===== src/rtl/button_conditioner.sv =====
// Push-button front end: 2-flop sync, debounce, 1-cycle press pulses and a CANCEL long-press
// master-reset request (rst_3). Define BTN_AUTOREPEAT_EN to build UP/DOWN auto-repeat.
module button_conditioner #(
    parameter bit ACTIVE_LOW      = 1'b1,
    parameter int DEBOUNCE_CYCLES = 1_000_000,
    parameter int HOLD_CYCLES     = 150_000_000,
    parameter int REPEAT_DELAY    = 25_000_000,
    parameter int REPEAT_RATE     = 10_000_000
) (
    input  logic       clk,
    input  logic       rst,
    input  logic       mode_btn,
    input  logic       cancel_btn,
    input  logic       ok_btn,
    input  logic       up_btn,
    input  logic       down_btn,
    output logic       mode_input,
    output logic       cancel_input,
    output logic       ok_input,
    output logic       up_input,
    output logic       down_input,
    output logic       rst_3,
    output logic [4:0] btn_level
);
    localparam int NB = 5;
    localparam int DW = $clog2(DEBOUNCE_CYCLES + 1);
    localparam int HW = $clog2(HOLD_CYCLES + 1);
    localparam logic [DW-1:0] DB_MAX    = DW'(DEBOUNCE_CYCLES);
    localparam logic [HW-1:0] HOLD_LAST = HW'(HOLD_CYCLES - 1);

    // Bit order everywhere: {mode, cancel, ok, up, down}
    logic [NB-1:0] raw, norm, sync1, sync2, level, level_q, rise, pulse_d, pulse;
    logic [DW-1:0] db_cnt [NB];

    assign raw  = {mode_btn, cancel_btn, ok_btn, up_btn, down_btn};
    assign norm = ACTIVE_LOW ? ~raw : raw;
    assign rise = level & ~level_q;

    always_ff @(posedge clk or posedge rst) begin
        if (rst) begin
            sync1   <= '0;
            sync2   <= '0;
            level   <= '0;
            level_q <= '0;
            for (int i = 0; i < NB; i++) db_cnt[i] <= '0;
        end else begin
            sync1   <= norm;
            sync2   <= sync1;
            level_q <= level;
            for (int i = 0; i < NB; i++) begin
                if (sync2[i] == level[i]) begin
                    db_cnt[i] <= '0;
                end else if (db_cnt[i] == DB_MAX) begin
                    level[i]  <= sync2[i];
                    db_cnt[i] <= '0;
                end else begin
                    db_cnt[i] <= db_cnt[i] + 1'b1;
                end
            end
        end
    end

`ifdef BTN_AUTOREPEAT_EN
    localparam int RMAX = (REPEAT_DELAY > REPEAT_RATE) ? REPEAT_DELAY : REPEAT_RATE;
    localparam int RW   = $clog2(RMAX + 1);
    localparam logic [RW-1:0] R_DELAY = RW'(REPEAT_DELAY);
    localparam logic [RW-1:0] R_RATE  = RW'(REPEAT_RATE);
    localparam logic [RW-1:0] R_MAX   = RW'(RMAX);

    // rep_cnt counts cycles since the last UP/DOWN pulse; rep_first selects the initial delay
    logic [RW-1:0] rep_cnt [2];
    logic [1:0]    rep_first, rep_fire;

    always_comb begin
        rep_fire = '0;
        for (int i = 0; i < 2; i++)
            rep_fire[i] = level[i] && level_q[i] &&
                          (rep_cnt[i] == (rep_first[i] ? R_DELAY : R_RATE));
    end

    always_ff @(posedge clk or posedge rst) begin
        if (rst) begin
            rep_first <= '1;
            for (int i = 0; i < 2; i++) rep_cnt[i] <= '0;
        end else begin
            for (int i = 0; i < 2; i++) begin
                if (rise[i]) begin
                    rep_cnt[i]   <= RW'(1);
                    rep_first[i] <= 1'b1;
                end else if (level[i] && level_q[i]) begin
                    if (rep_fire[i]) begin
                        rep_cnt[i]   <= RW'(1);
                        rep_first[i] <= 1'b0;
                    end else if (rep_cnt[i] != R_MAX) begin
                        rep_cnt[i] <= rep_cnt[i] + 1'b1;
                    end
                end else begin
                    rep_cnt[i]   <= '0;
                    rep_first[i] <= 1'b1;
                end
            end
        end
    end

    always_comb begin
        pulse_d      = rise;
        pulse_d[1:0] = rise[1:0] | rep_fire;
    end
`else
    always_comb pulse_d = rise;
`endif

    // CANCEL hold FSM
    typedef enum logic [1:0] {IDLE, COUNT, FIRED} hold_state_t;
    hold_state_t   state, state_nxt;
    logic [HW-1:0] hold_cnt;
    logic          cancel_lvl, fire;

    assign cancel_lvl = level[3];

    always_ff @(posedge clk or posedge rst) begin
        if (rst) state <= IDLE;
        else     state <= state_nxt;
    end

    always_comb begin
        state_nxt = state;
        case (state)
            IDLE:    if (cancel_lvl) state_nxt = COUNT;
            COUNT:   if (!cancel_lvl) state_nxt = IDLE;
                     else if (hold_cnt == HOLD_LAST) state_nxt = FIRED;
            FIRED:   if (!cancel_lvl) state_nxt = IDLE;
            default: state_nxt = IDLE;
        endcase
    end

    always_comb fire = (state == COUNT) && cancel_lvl && (hold_cnt == HOLD_LAST);

    always_ff @(posedge clk or posedge rst) begin
        if (rst)                                           hold_cnt <= '0;
        else if (state == IDLE)                            hold_cnt <= '0;
        else if (state == COUNT && hold_cnt != HOLD_LAST)  hold_cnt <= hold_cnt + 1'b1;
    end

    // All outputs registered so they are glitch-free toward the FSM
    always_ff @(posedge clk or posedge rst) begin
        if (rst) begin
            pulse <= '0;
            rst_3 <= 1'b0;
        end else begin
            pulse <= pulse_d;
            rst_3 <= fire;
        end
    end

    assign mode_input   = pulse[4];
    assign cancel_input = pulse[3];
    assign ok_input     = pulse[2];
    assign up_input     = pulse[1];
    assign down_input   = pulse[0];
    assign btn_level    = level;

endmodule


===== config.mk =====
export PLATFORM = sky130hd
export DESIGN_NAME = button_conditioner
export DESIGN_NICKNAME = d
export VERILOG_FILES = /design/src/rtl/button_conditioner.sv
export SDC_FILE = /design/constraint.sdc
export NUM_CORES = 1
export LEC_CHECK = 0
export CORE_MARGIN = 2
export CORE_UTILIZATION = 50
export CTS_BUF_LIST = sky130_fd_sc_hd__clkbuf_8
export DETAILED_ROUTE_END_ITERATION = 10
export GPL_ROUTABILITY_DRIVEN = 1
export PLACE_DENSITY = 0.67
export SETUP_SLACK_MARGIN = 0.5
export SLEW_MARGIN = 15
export SYNTH_ARGS = -nofsm -noshare
export SYNTH_HDL_FRONTEND = slang
export SYNTH_SLANG_ARGS = --single-unit

===== constraint.sdc =====
create_clock -name clk -period 7.2 [get_ports clk]
set_input_delay 1.44 -clock clk [delete_from_list [all_inputs] [get_ports clk]]
set_output_delay 1.44 -clock clk [all_outputs]
set_load 0.02 [all_outputs]

### After elaboration in Yosys (flattened, before gate mapping)

Cells that the tools add are included.

* bits in registers: 156
* bits of input ports: 7
* output and inout port bits: 11

* add/sub/neg operators: 6
* eq/ne operators: 17
* multiplexer cells: 17
* bitwise operators: 8
* reduce and logical (&&, ||, !) cells: 11

Operators by type and width (count)
* 20-bit 2-to-1 mux: 10
* 20-bit by 1-bit adder with 20-bit output (second input constant): 5
* 20-bit equality test (second input constant): 5
* 28-bit 2-to-1 mux: 2
* 28-bit by 1-bit adder with 28-bit output (second input constant): 1
* 28-bit equality test (second input constant): 1
* 28-bit != test (second input constant): 1
* 5-bit NOT: 2
* 2-bit AND reduction: 5
* 2-bit 2-to-1 mux: 4
* 2-bit case mux with 3 select lines: 1
* 5-bit AND: 1
* 1-bit equality test: 5
* 1-bit NOT: 5
* 2-bit != test (second input constant): 2
* 1-bit logical AND: 3
* 3-bit != test (second input constant): 1
* 3-bit AND reduction: 1
* 2-bit by 1-bit equality test with 1-bit output (second input constant): 1
* 2-bit equality test (second input constant): 1
* 2-bit logical NOT: 1
* 2-bit nonzero test: 1

### Longest topological paths before layout

* depth in word-level cells: 4
* depth in mapped cells: 8
* mapped depth without buffers: 7

### Worst setup path after synthesis

OpenSTA, ideal clock, no wires.

* kind: flip-flop to output port
* from: register level[3], in the netlist btn_level[3]
* to: output port btn_level[3]
* arrival: 493 ps
* required time: 5760 ps
* setup slack: 5267 ps
* stages on the path, launching flop included: 1
* path buffers: 0
* path through: dfrtp_1

RTL lines
* start, declared: line 32 `logic [NB-1:0] raw, norm, sync1, sync2, level, level_q, rise, pulse_d, pulse;`
* start signal, assigned by index: line 54 `level[i] <= sync2[i];`
* end, declared: line 23 `output logic [4:0] btn_level`

No word-level cell between the ends.

### Worst setup path after layout

* from: register level[3], in the netlist btn_level[3]
* to: output port btn_level[3]

No word-level cell between the ends.

==> run_results.csv <==
group,metric,value,unit
clock_network,cts_resizes,0,
setup_path,critPathSlowestCell,"sky130_fd_sc_hd__clkdlybuf4s50_1",
synthesis,postSynthAreaPerCell,9.83,µm²
sta,period_minus_slack,3030,ps
final_layout,final_net_count,803,
grt,initial_antenna_violation_count,0,
sta,setup_viol_count_final,0,
clock_network,clock_tree.htree_level_count,4,
pwr,switching_share,0.247,
clock_network,cts_tree,"yes",
sta,final.hold.worst_slack,366,ps
route,drt_iter0_drc,413,
final_layout,syn2layout_area_growth,9.34,%
final_layout,post_route_cells_drive_above_1_share,0.0727,
clock_network,cts_inserted_buffers,17,
final_layout,n_antenna_cell,0,
setup_path,cp-start-kind,"flip-flop",
pwr,static_power_due_to_leakage,3.46,nW
clock_network,insertion_delay,450,ps
setup_path,critical_path.endpoint_type,"primary output",
setup_path,max_stage_delay,660,ps
pwr,sequentialPowerShare,0.562,
final_layout,final_cell_mix,"sky130_fd_sc_hd__dfrtp_1 (156), sky130_fd_sc_hd__nor2_1 (144), sky130_fd_sc_hd__nand2_1 (70)",
job,drv_cap,0,
setup_path,cp_cell_sequence,"clkdlybuf4s50_1",
clock_network,postCtsHoldBufs,0,
sta,grt_setup_unrepaired,"false",
floorplanning,design.core.area,14600,µm²
route,viasPerCell,5.51,
synthesis,syn_inst,769,
grt,first_global_vias,5436,
sta,timing_hold_violations_final,0,
grt,grt_start_max_net_pins,106,
sta,max_freq,0.330,GHz
setup_path,cp.required,5760,ps
run_status,status,"completed",
clock_network,path_clk_slew,90,ps
pwr,power_per_cell_area,193,nW/µm²
clock_network,cts_setup_buffers,0,
final_layout,layout.cells.most_common,"sky130_fd_sc_hd__dfrtp_1",
pwr,total_switching_power,0.000393,W
floorplanning,die_h,127,µm
setup_path,worst-setup-path-type,"flip-flop to primary output",
sta,finalSetupTns,0,ps
sta,layout_worst_path_cycle_share,0.421,
grt,grt_overflow_total,0,
synthesis,synth.distinct_cells,47,
pwr,comb_power_share,0.031,
floorplanning,initial_core_utilization,0.516,
setup_path,cpLargestDelayFamily,"buffers and inverters",
route,drcViolationCount,0,
pwr,power.ir.vdd_worst,137,µV
route,drt_antenna_net_count,0,
worst_hold_path,hold_class,"flip-flop to flip-flop",
sta,worst-slew-pin-transition,915,ps
clock_network,clock_tree.root_cell,"sky130_fd_sc_hd__clkbuf_8",
synthesis,ys_seq_elements,156,
placed_design,place_congestion,0.793,
synthesis,ys_warn_count,0,
setup_path,crit_path_max_fanout,7,
sta,final.setup_skew,18.0,ps
clock_network,cts_sinks,156,
synthesis,mappedNetlistNets,787,
sta,maxSlewHeadroom,0.390,
sta,final_max_slew_viol_count,0,
floorplanning,placementRows,44,
route,num_vias,5411,
grt,grt_pass1_wl,25100,µm
route,wire_per_inst,14.1,µm
pwr,total_power,0.00159,W
placed_design,place.port_buffers,17,
synthesis,ys_seq_area_frac,0.517,
setup_path,worst-endpoint-arrival,1590,ps
grt,globalRouteTotalUtil,0.189,
floorplanning,die_area,16100,µm²
placed_design,place_hpwl,9270,µm
route,wirelength,13900,µm
floorplanning,pin_count,18,
clock_network,clockBufferDepth,2,
pwr,internal_power,0.00120,W
floorplanning,x_dimension_of_the_die,127,µm
setup_path,critPathBufInv,1,
pwr,clock_network_power_share,0.407,
route,dr.pass1.iters,6,
synthesis,syn_area,7560,µm²
[cell usage after synthesis (all sizes together)]
cell type / count / area [µm²]
a21boi: 1 / 7.51
a21oi: 2 / 10.0
and2: 3 / 18.8
and3: 8 / 51.3
and3b: 1 / 8.76
and4: 10 / 87.6
and4b: 1 / 10.0
buf: 12 / 66.3
clkbuf: 10 / 37.5
dfrtp: 156 / 3900
ha: 11 / 138
inv: 29 / 109
mux2: 5 / 56.3
mux2i: 14 / 140
nand2: 70 / 263
nand2b: 2 / 12.5
nand3: 64 / 320
nand3b: 4 / 30.0
nand4: 23 / 156
nand4b: 1 / 8.76
nor2: 144 / 541
nor2b: 8 / 50.1
nor3: 13 / 70.1
nor3b: 4 / 30.0
nor4: 18 / 174
nor4b: 9 / 78.8
nor4bb: 1 / 10.0
o211ai: 5 / 37.5
o21ai: 15 / 75.1
o311ai: 5 / 43.8
or2: 8 / 52.6
or3: 4 / 25.0
or4: 9 / 67.6
xnor2: 45 / 394
xor2: 54 / 473
[power by group through the flow]
| stage | combinational, W | clock (W) | sequential, W |
|---|---|---|---|
| 2_1_floorplan | 0.0000383 | 0 | 0.000910 |
| 3_3_place_gp | 0.0000495 | 0 | 0.000912 |
| 3_5_place_dp | 0.0000514 | 0 | 0.000913 |
| 4_1_cts | 0.0000516 | 0.000669 | 0.000895 |
| 5_1_grt | 0.0000595 | 0.000702 | 0.000898 |
| 6_report | 0.0000493 | 0.000648 | 0.000895 |
[stage by stage]
| step | utilization | std cells | area [µm²] | setup WS (ps) |
|---|---|---|---|---|
| floorplan | - | 769 | 7560 | 1550 |
| global placement | 0.538 | 950 | 7870 | 3900 |
| detailed placement | 0.538 | 950 | 7870 | 3860 |
| CTS | 0.564 | 982 | 8260 | 4130 |
| global route | 0.564 | 982 | 8260 | 4070 |
| finish | 0.564 | 982 | 8260 | 4170 |
[registers in the layout, indices dropped and copies added (netlist names)]
name / cells
level_q: 5
btn_level: 5
db_cnt: 100
rst_3: 1
hold_cnt: 28
sync1: 5
state: 2
pulse: 5
sync2: 5
[layer usage]
layer,global-route usage,up-vias,share of wire
met3,0.0456,15,0.034
met1,0.243,2673,0.45
met4,0.0659,0,0.013
li1,-,2629,-
met5,0,-,0
met2,0.315,94,0.50
[final timing paths]
path                            cells after the start  slack, ps                  endpoint                      from
worst max-delay path                                1       4170              btn_level[3]  btn_level[3]$_DFFE_PP0P_
worst min-delay path                                0        370        sync2[0]$_DFF_PP0_        sync1[0]$_DFF_PP0_
worst max register to register                      5       4800  hold_cnt[20]$_DFFE_PP0P_      state[0]$_DFFE_PP0P_
worst min register to register                      0        370        sync2[0]$_DFF_PP0_        sync1[0]$_DFF_PP0_
max in group asynchronous                           3       4460      db_cnt[95]$_DFF_PP0_                       rst
min in group asynchronous                           2       1560      db_cnt[57]$_DFF_PP0_                       rst
[area by class of cell]
class / instances / area, µm²
repair buffers: 19 / 185
clock inverters: 13 / 128
well taps: 184 / 230
clock buffers: 19 / 262
fillers: 1268 / 6380
flip-flops and latches: 156 / 3900
multi-input cells: 562 / 3440
inverters: 29 / 114
[kinds of logic (layout without fill, tap and decap cells)]
group / Yosys count / in the layout / share of synthesized area
AOI/OAI and AO/OA: 28 / 28 / 0.0230
xor gates and xnor gates: 99 / 99 / 0.115
adders and majority gates: 11 / 11 / 0.0182
buffers and inverters: 51 / 80 / 0.0281
DFF: 156 / 156 / 0.517
muxes: 19 / 19 / 0.0260
and+or+nand+nor: 405 / 405 / 0.273
Power figures use the tool's default switching activity.
